$ cat config.mk
export PLATFORM = sky130hd
export DESIGN_NAME = fifo_read_arbiter
export DESIGN_NICKNAME = d
export VERILOG_FILES = /design/src/rtl/fifo_read_arbiter.sv
export SDC_FILE = /design/constraint.sdc
export NUM_CORES = 1
export LEC_CHECK = 0
export BUFFER_PORTS_ARGS = -buffer_cell sky130_fd_sc_hd__buf_2
export CAP_MARGIN = 20
export CORE_MARGIN = 2
export CORE_UTILIZATION = 50
export CTS_BUF_LIST = sky130_fd_sc_hd__clkbuf_4
export CTS_CLUSTER_DIAMETER = 150
export DETAILED_ROUTE_END_ITERATION = 10
export PLACE_DENSITY = 0.76
export SLEW_MARGIN = 15
export SYNTH_ARGS = -nofsm -noshare
export SYNTH_HDL_FRONTEND = slang
export SYNTH_SLANG_ARGS = --single-unit
$ cat constraint.sdc
create_clock -name read_clk -period 4.78 [get_ports read_clk]
set_input_delay 0.717 -clock read_clk [delete_from_list [all_inputs] [get_ports read_clk]]
set_output_delay 0.717 -clock read_clk [all_outputs]
set_load 0.005 [all_outputs]
$ cat src/rtl/fifo_read_arbiter.sv
// fifo_read_arbiter
//   Read-side scheduler for the asynchronous FIFO. Shares the single FIFO read port
//   between NumReq consumers in the read clock domain using round-robin grants with
//   bounded bursts and a release after too many consecutive stalled grant cycles.
//
// Ports
//   read_clk    read-domain clock, all logic on posedge
//   read_rst_n  asynchronous active-low reset
//   req         per-consumer request (level)
//   ready       per-consumer "can take a word next cycle"
//   fifo_empty  FIFO empty flag from read_ctrl
//   fifo_rdata  FIFO read data, captured when read_en is accepted
//   read_en     read strobe to read_ctrl, never asserted while fifo_empty
//   grant       one-hot current owner (registered), zero while idle
//   out_data    registered copy of the word read
//   out_valid   out_data valid this cycle
//   out_dest    one-hot consumer that owns out_data

module fifo_read_arbiter #(
    parameter int unsigned DataWidth    = 8,
    parameter int unsigned NumReq       = 4,
    parameter int unsigned BurstLen     = 4,
    parameter int unsigned EmptyTimeout = 8
) (
    input  logic                 read_clk,
    input  logic                 read_rst_n,
    input  logic [NumReq-1:0]    req,
    input  logic [NumReq-1:0]    ready,
    input  logic                 fifo_empty,
    input  logic [DataWidth-1:0] fifo_rdata,
    output logic                 read_en,
    output logic [NumReq-1:0]    grant,
    output logic [DataWidth-1:0] out_data,
    output logic                 out_valid,
    output logic [NumReq-1:0]    out_dest
);

    localparam int unsigned IdxW   = $clog2(NumReq);
    localparam int unsigned BeatW  = $clog2(BurstLen) + 1;
    localparam int unsigned StallW = $clog2(EmptyTimeout) + 1;

    typedef enum logic [0:0] {StIdle, StBurst} state_e;

    state_e                state_q, state_d;
    logic [IdxW-1:0]       owner_q, owner_d;
    logic [IdxW-1:0]       last_q, last_d;
    logic [NumReq-1:0]     grant_q, grant_d;
    logic [BeatW-1:0]      beat_cnt_q, beat_cnt_d;
    logic [StallW-1:0]     stall_cnt_q, stall_cnt_d;
    logic                  out_valid_q, out_valid_d;
    logic [DataWidth-1:0]  out_data_q, out_data_d;
    logic [NumReq-1:0]     out_dest_q, out_dest_d;

    logic                  pick_valid;
    logic [IdxW-1:0]       pick_idx;
    logic                  owner_req;
    logic                  owner_ready;
    logic                  stall;
    logic                  last_beat;
    logic                  timeout;
    logic                  release_grant;

    // Round-robin search starting just after the previous owner.
    always_comb begin
        int unsigned cand;
        pick_valid = 1'b0;
        pick_idx   = '0;
        cand       = 0;
        for (int unsigned k = 1; k <= NumReq; k++) begin
            cand = (32'(last_q) + k) % NumReq;
            if (!pick_valid && req[cand[IdxW-1:0]]) begin
                pick_valid = 1'b1;
                pick_idx   = cand[IdxW-1:0];
            end
        end
    end

    assign owner_req   = req[owner_q];
    assign owner_ready = ready[owner_q];

    assign read_en   = (state_q == StBurst) & owner_req & owner_ready & ~fifo_empty;
    assign stall     = (state_q == StBurst) & owner_req & ~read_en;
    assign last_beat = read_en & (beat_cnt_q == BeatW'(BurstLen - 1));
    assign timeout   = stall & (stall_cnt_q == StallW'(EmptyTimeout - 1));
    // A dropped request can never coincide with a read, so no extra qualifier is needed.
    assign release_grant = last_beat | ~owner_req | timeout;

    always_comb begin
        state_d     = state_q;
        owner_d     = owner_q;
        last_d      = last_q;
        grant_d     = grant_q;
        beat_cnt_d  = beat_cnt_q;
        stall_cnt_d = stall_cnt_q;
        out_valid_d = read_en;
        out_data_d  = out_data_q;
        out_dest_d  = out_dest_q;

        // The word of an accepted read is presented on the following cycle,
        // tagged with the owner at issue time (also for the final beat).
        if (read_en) begin
            out_data_d = fifo_rdata;
            out_dest_d = grant_q;
        end

        case (state_q)
            StIdle: begin
                if (pick_valid) begin
                    state_d     = StBurst;
                    owner_d     = pick_idx;
                    grant_d     = NumReq'(1) << pick_idx;
                    beat_cnt_d  = '0;
                    stall_cnt_d = '0;
                end
            end
            StBurst: begin
                if (read_en) begin
                    beat_cnt_d  = beat_cnt_q + 1'b1;
                    stall_cnt_d = '0;
                end else if (stall) begin
                    stall_cnt_d = stall_cnt_q + 1'b1;
                end
                if (release_grant) begin
                    state_d = StIdle;
                    grant_d = '0;
                    last_d  = owner_q;
                end
            end
            default: begin
                state_d = StIdle;
                grant_d = '0;
            end
        endcase
    end

    always_ff @(posedge read_clk or negedge read_rst_n) begin
        if (!read_rst_n) begin
            state_q     <= StIdle;
            owner_q     <= '0;
            last_q      <= IdxW'(NumReq - 1);
            grant_q     <= '0;
            beat_cnt_q  <= '0;
            stall_cnt_q <= '0;
            out_valid_q <= 1'b0;
            out_data_q  <= '0;
            out_dest_q  <= '0;
        end else begin
            state_q     <= state_d;
            owner_q     <= owner_d;
            last_q      <= last_d;
            grant_q     <= grant_d;
            beat_cnt_q  <= beat_cnt_d;
            stall_cnt_q <= stall_cnt_d;
            out_valid_q <= out_valid_d;
            out_data_q  <= out_data_d;
            out_dest_q  <= out_dest_d;
        end
    end

    assign grant     = grant_q;
    assign out_valid = out_valid_q;
    assign out_data  = out_data_q;
    assign out_dest  = out_dest_q;

endmodule

==> impl_metrics.json <==
{
  "status": "finished clean",
  "diodes": 0,
  "cp_data_required_time_ns": 4.06,
  "cp_max_fo": 18,
  "fin_setup_tns_ns": 0,
  "grt_start_max_net_pins": 30,
  "reg2reg_from": "owner_q[0]",
  "finalClockSkew_ns": 0.0129,
  "detail-route-antenna-nets": 0,
  "coreArea_um2": 2760,
  "cts_setup_buffers": 0,
  "p_per_area_nw_per_um2": 615,
  "slew_headroom_pct": 58.8,
  "areaGrowthSynthToFinish_pct": 19.5,
  "htree_levels": 2,
  "slew_viol_final": 0,
  "hold_viol_final": 0,
  "clk_path_buf_depth": 2,
  "cts_root_buf": "clkbuf_4",
  "cap_violations": 0,
  "finalSetupViolCount": 0,
  "rr_worst_depth": 3,
  "place_ws_ns": 2.18,
  "initial_utilization_pct": 52.9,
  "fill_cells": 223,
  "synthCells": 119,
  "place_hpwl_mm": 2.24,
  "drt_iter0_markers": 57,
  "grt_antenna_before_repair": 0,
  "place_congestion": 0.776,
  "vias": 1125,
  "worst_slew_pin_slew_ns": 0.613,
  "r2r_end": "last_q[1]",
  "syn_area_um2": 1460,
  "syn_area_per_cell_um2": 12.3,
  "ios": 37,
  "yosys_warnings": 0,
  "fin_crit_ns": 2.63,
  "worst_hold_path_type": "input port to asynchronous set/reset pin",
  "synth.area.top_cells": "dfrtp_1 46%, mux2_2 7.7%, mux2_4 5.1%, dfstp_2 3.6%, mux2i_1 3.4%",
  "wl_per_cell_um": 15.9,
  "drt_first_pass_iters": 4,
  "finalCritPeriodShare_pct": 55.0,
  "yosysSeqAreaShare_pct": 49.9,
  "synth_fp_nets": 141,
  "grt_setup_unrepaired": "no",
  "worst_slack_ns": 2.15,
  "grt_pass1_vias": 1142,
  "cts.sink_count": 29,
  "io_buffers": 36,
  "synthDistinctLibCells": 37,
  "critPathKind": "register to output port",
  "crit_path_end_kind": "output port",
  "die-area_um2": 3370,
  "clock.fmax_ghz": 0.381,
  "die_x_um": 58.0,
  "synth_top_area_cell": "dfrtp_1",
  "start_kind": "register",
  "vdd_drop_max_uv": 437,
  "drive_gt1_share_pct": 43.7,
  "ctsResizeCount": 0,
  "synth_top_area_share_pct": 46.3,
  "clk_pin_slew_ns": 0.10,
  "routed_via_density": 5.95,
  "power.leakage_uw": 0.000847,
  "ff2ff_setup_slack_ns": 2.84,
  "final_nets": 179,
  "row_count": 19,
  "worstSkewPairLatency_ns": 0.34,
  "arrival_ns": 1.91,
  "grt_pass1_wl_mm": 5.15,
  "grt_overflow": 0,
  "cts_tree": "done",
  "die_h_um": 58.0,
  "routed_wl_mm": 3.01,
  "track_usage_pct": 20.7,
  "yosys_register_bits": 29,
  "cts-buffers-inserted": 5,
  "cts_hold_buf": 0,
  "drc_errors": 0
}
registers in the layout, summed over array words and instances (netlist names):
register,cells
last_q,2
owner_q,2
out_valid,1
state_q,1
out_dest,4
stall_cnt_q,4
out_data,8
beat_cnt_q,3
grant,4
report_power, final:
group / internal [uW] / switching (uW) / total (uW)
combinational: 199 / 190 / 390
clock: 162 / 89.3 / 251
sequential: 346 / 85.6 / 431
total: 707 / 365 / 1070
worst max-delay path, stage by stage, from the launching register on:
cell     delay (ns)
dfrtp_1        0.46
or2_2          0.34
o22a_4         0.27
nor2_8         0.32
buf_2          0.18
cells in the mapped netlist:
master,instances
a211o_1,1
xor2_1,2
nor2_8,1
dfstp_2,2
mux2_2,10
mux4_2,1
nand2_1,13
nand3_1,5
and3b_1,1
clkbuf_1,2
a211oi_1,1
a21oi_1,2
nor2b_1,1
o21ai_0,7
and4b_1,1
nor2_1,1
nand2b_1,2
o311ai_0,1
o22a_4,1
and3_1,1
o221ai_2,1
or2_2,2
mux2i_1,5
buf_2,2
inv_1,4
nor3_1,2
buf_12,1
mux2_4,5
ha_1,3
o221ai_1,2
o211ai_1,1
dfrtp_1,27
o221a_2,1
nor3b_1,1
nor4_1,1
o32ai_1,4
nand2_4,1
worst max-delay path by stage:
stage          slack, ns  endpoint  depth (start not counted)  startpoint
2_1_floorplan       2.47   read_en                          4      req[3]
3_5_place_dp        2.18   read_en                          5  fifo_empty
5_1_grt             2.05   read_en                          4  owner_q[0]
4_1_cts             2.12   read_en                          4  owner_q[0]
6_report            2.15   read_en                          4  owner_q[0]
3_3_place_gp        2.20   read_en                          5  fifo_empty
placed cells by master (no fill, tap or decap), types with 2 or more instances in the layout:
cell type / count
buf_2: 36
dfrtp_1: 27
nand2_1: 13
mux2_2: 10
o21ai_0: 7
mux2i_1: 5
mux2_4: 5
nand3_1: 5
clkbuf_4: 5
inv_1: 4
o32ai_1: 4
ha_1: 3
nand2b_1: 2
or2_2: 2
a21oi_1: 2
o221ai_1: 2
xor2_1: 2
nor3_1: 2
bufinv_16: 2
dfstp_2: 2
final cells by class:
class	instances	area, um^2	area share, %
Clock inverter	3	65.1	3.73
Tap cell	31	38.8	2.23
Inverter	4	15.0	0.861
Clock buffer	5	37.5	2.15
Timing Repair Buffer	36	180	10.3
Sequential cell	29	728	41.8
Multi-Input combinational cell	81	678	38.9
logic make-up after synthesis:
| logic type | after synthesis | synth area share (%) |
|---|---|---|
| compound gates | 22 | 11.9 |
| buf+inv | 9 | 3.60 |
| fa+ha+maj | 3 | 2.57 |
| flops | 29 | 49.9 |
| mux | 21 | 17.8 |
| simple gates | 33 | 13.0 |
| xor+xnor | 2 | 1.20 |
per-stage QoR:
step	hold slack [ns]	cells	util, %	area [um^2]	power [uW]
floorplan	0.421	119	-	1460	702
global placement	0.486	181	59.5	1640	801
detailed placement	0.490	181	59.5	1640	827
CTS	0.387	189	63.2	1740	1080
global route	0.417	189	63.2	1740	1140
finish	0.383	189	63.2	1740	1070
per-layer routing:
layer,track usage (%),wire length [um],up-vias
li1,-,-,515
met1,23.6,1120,551
met2,33.8,1560,50
met3,8.48,264,9
met4,9.97,69,0
met5,0,0,-
No activity file was read; power rests on OpenSTA's default activity.
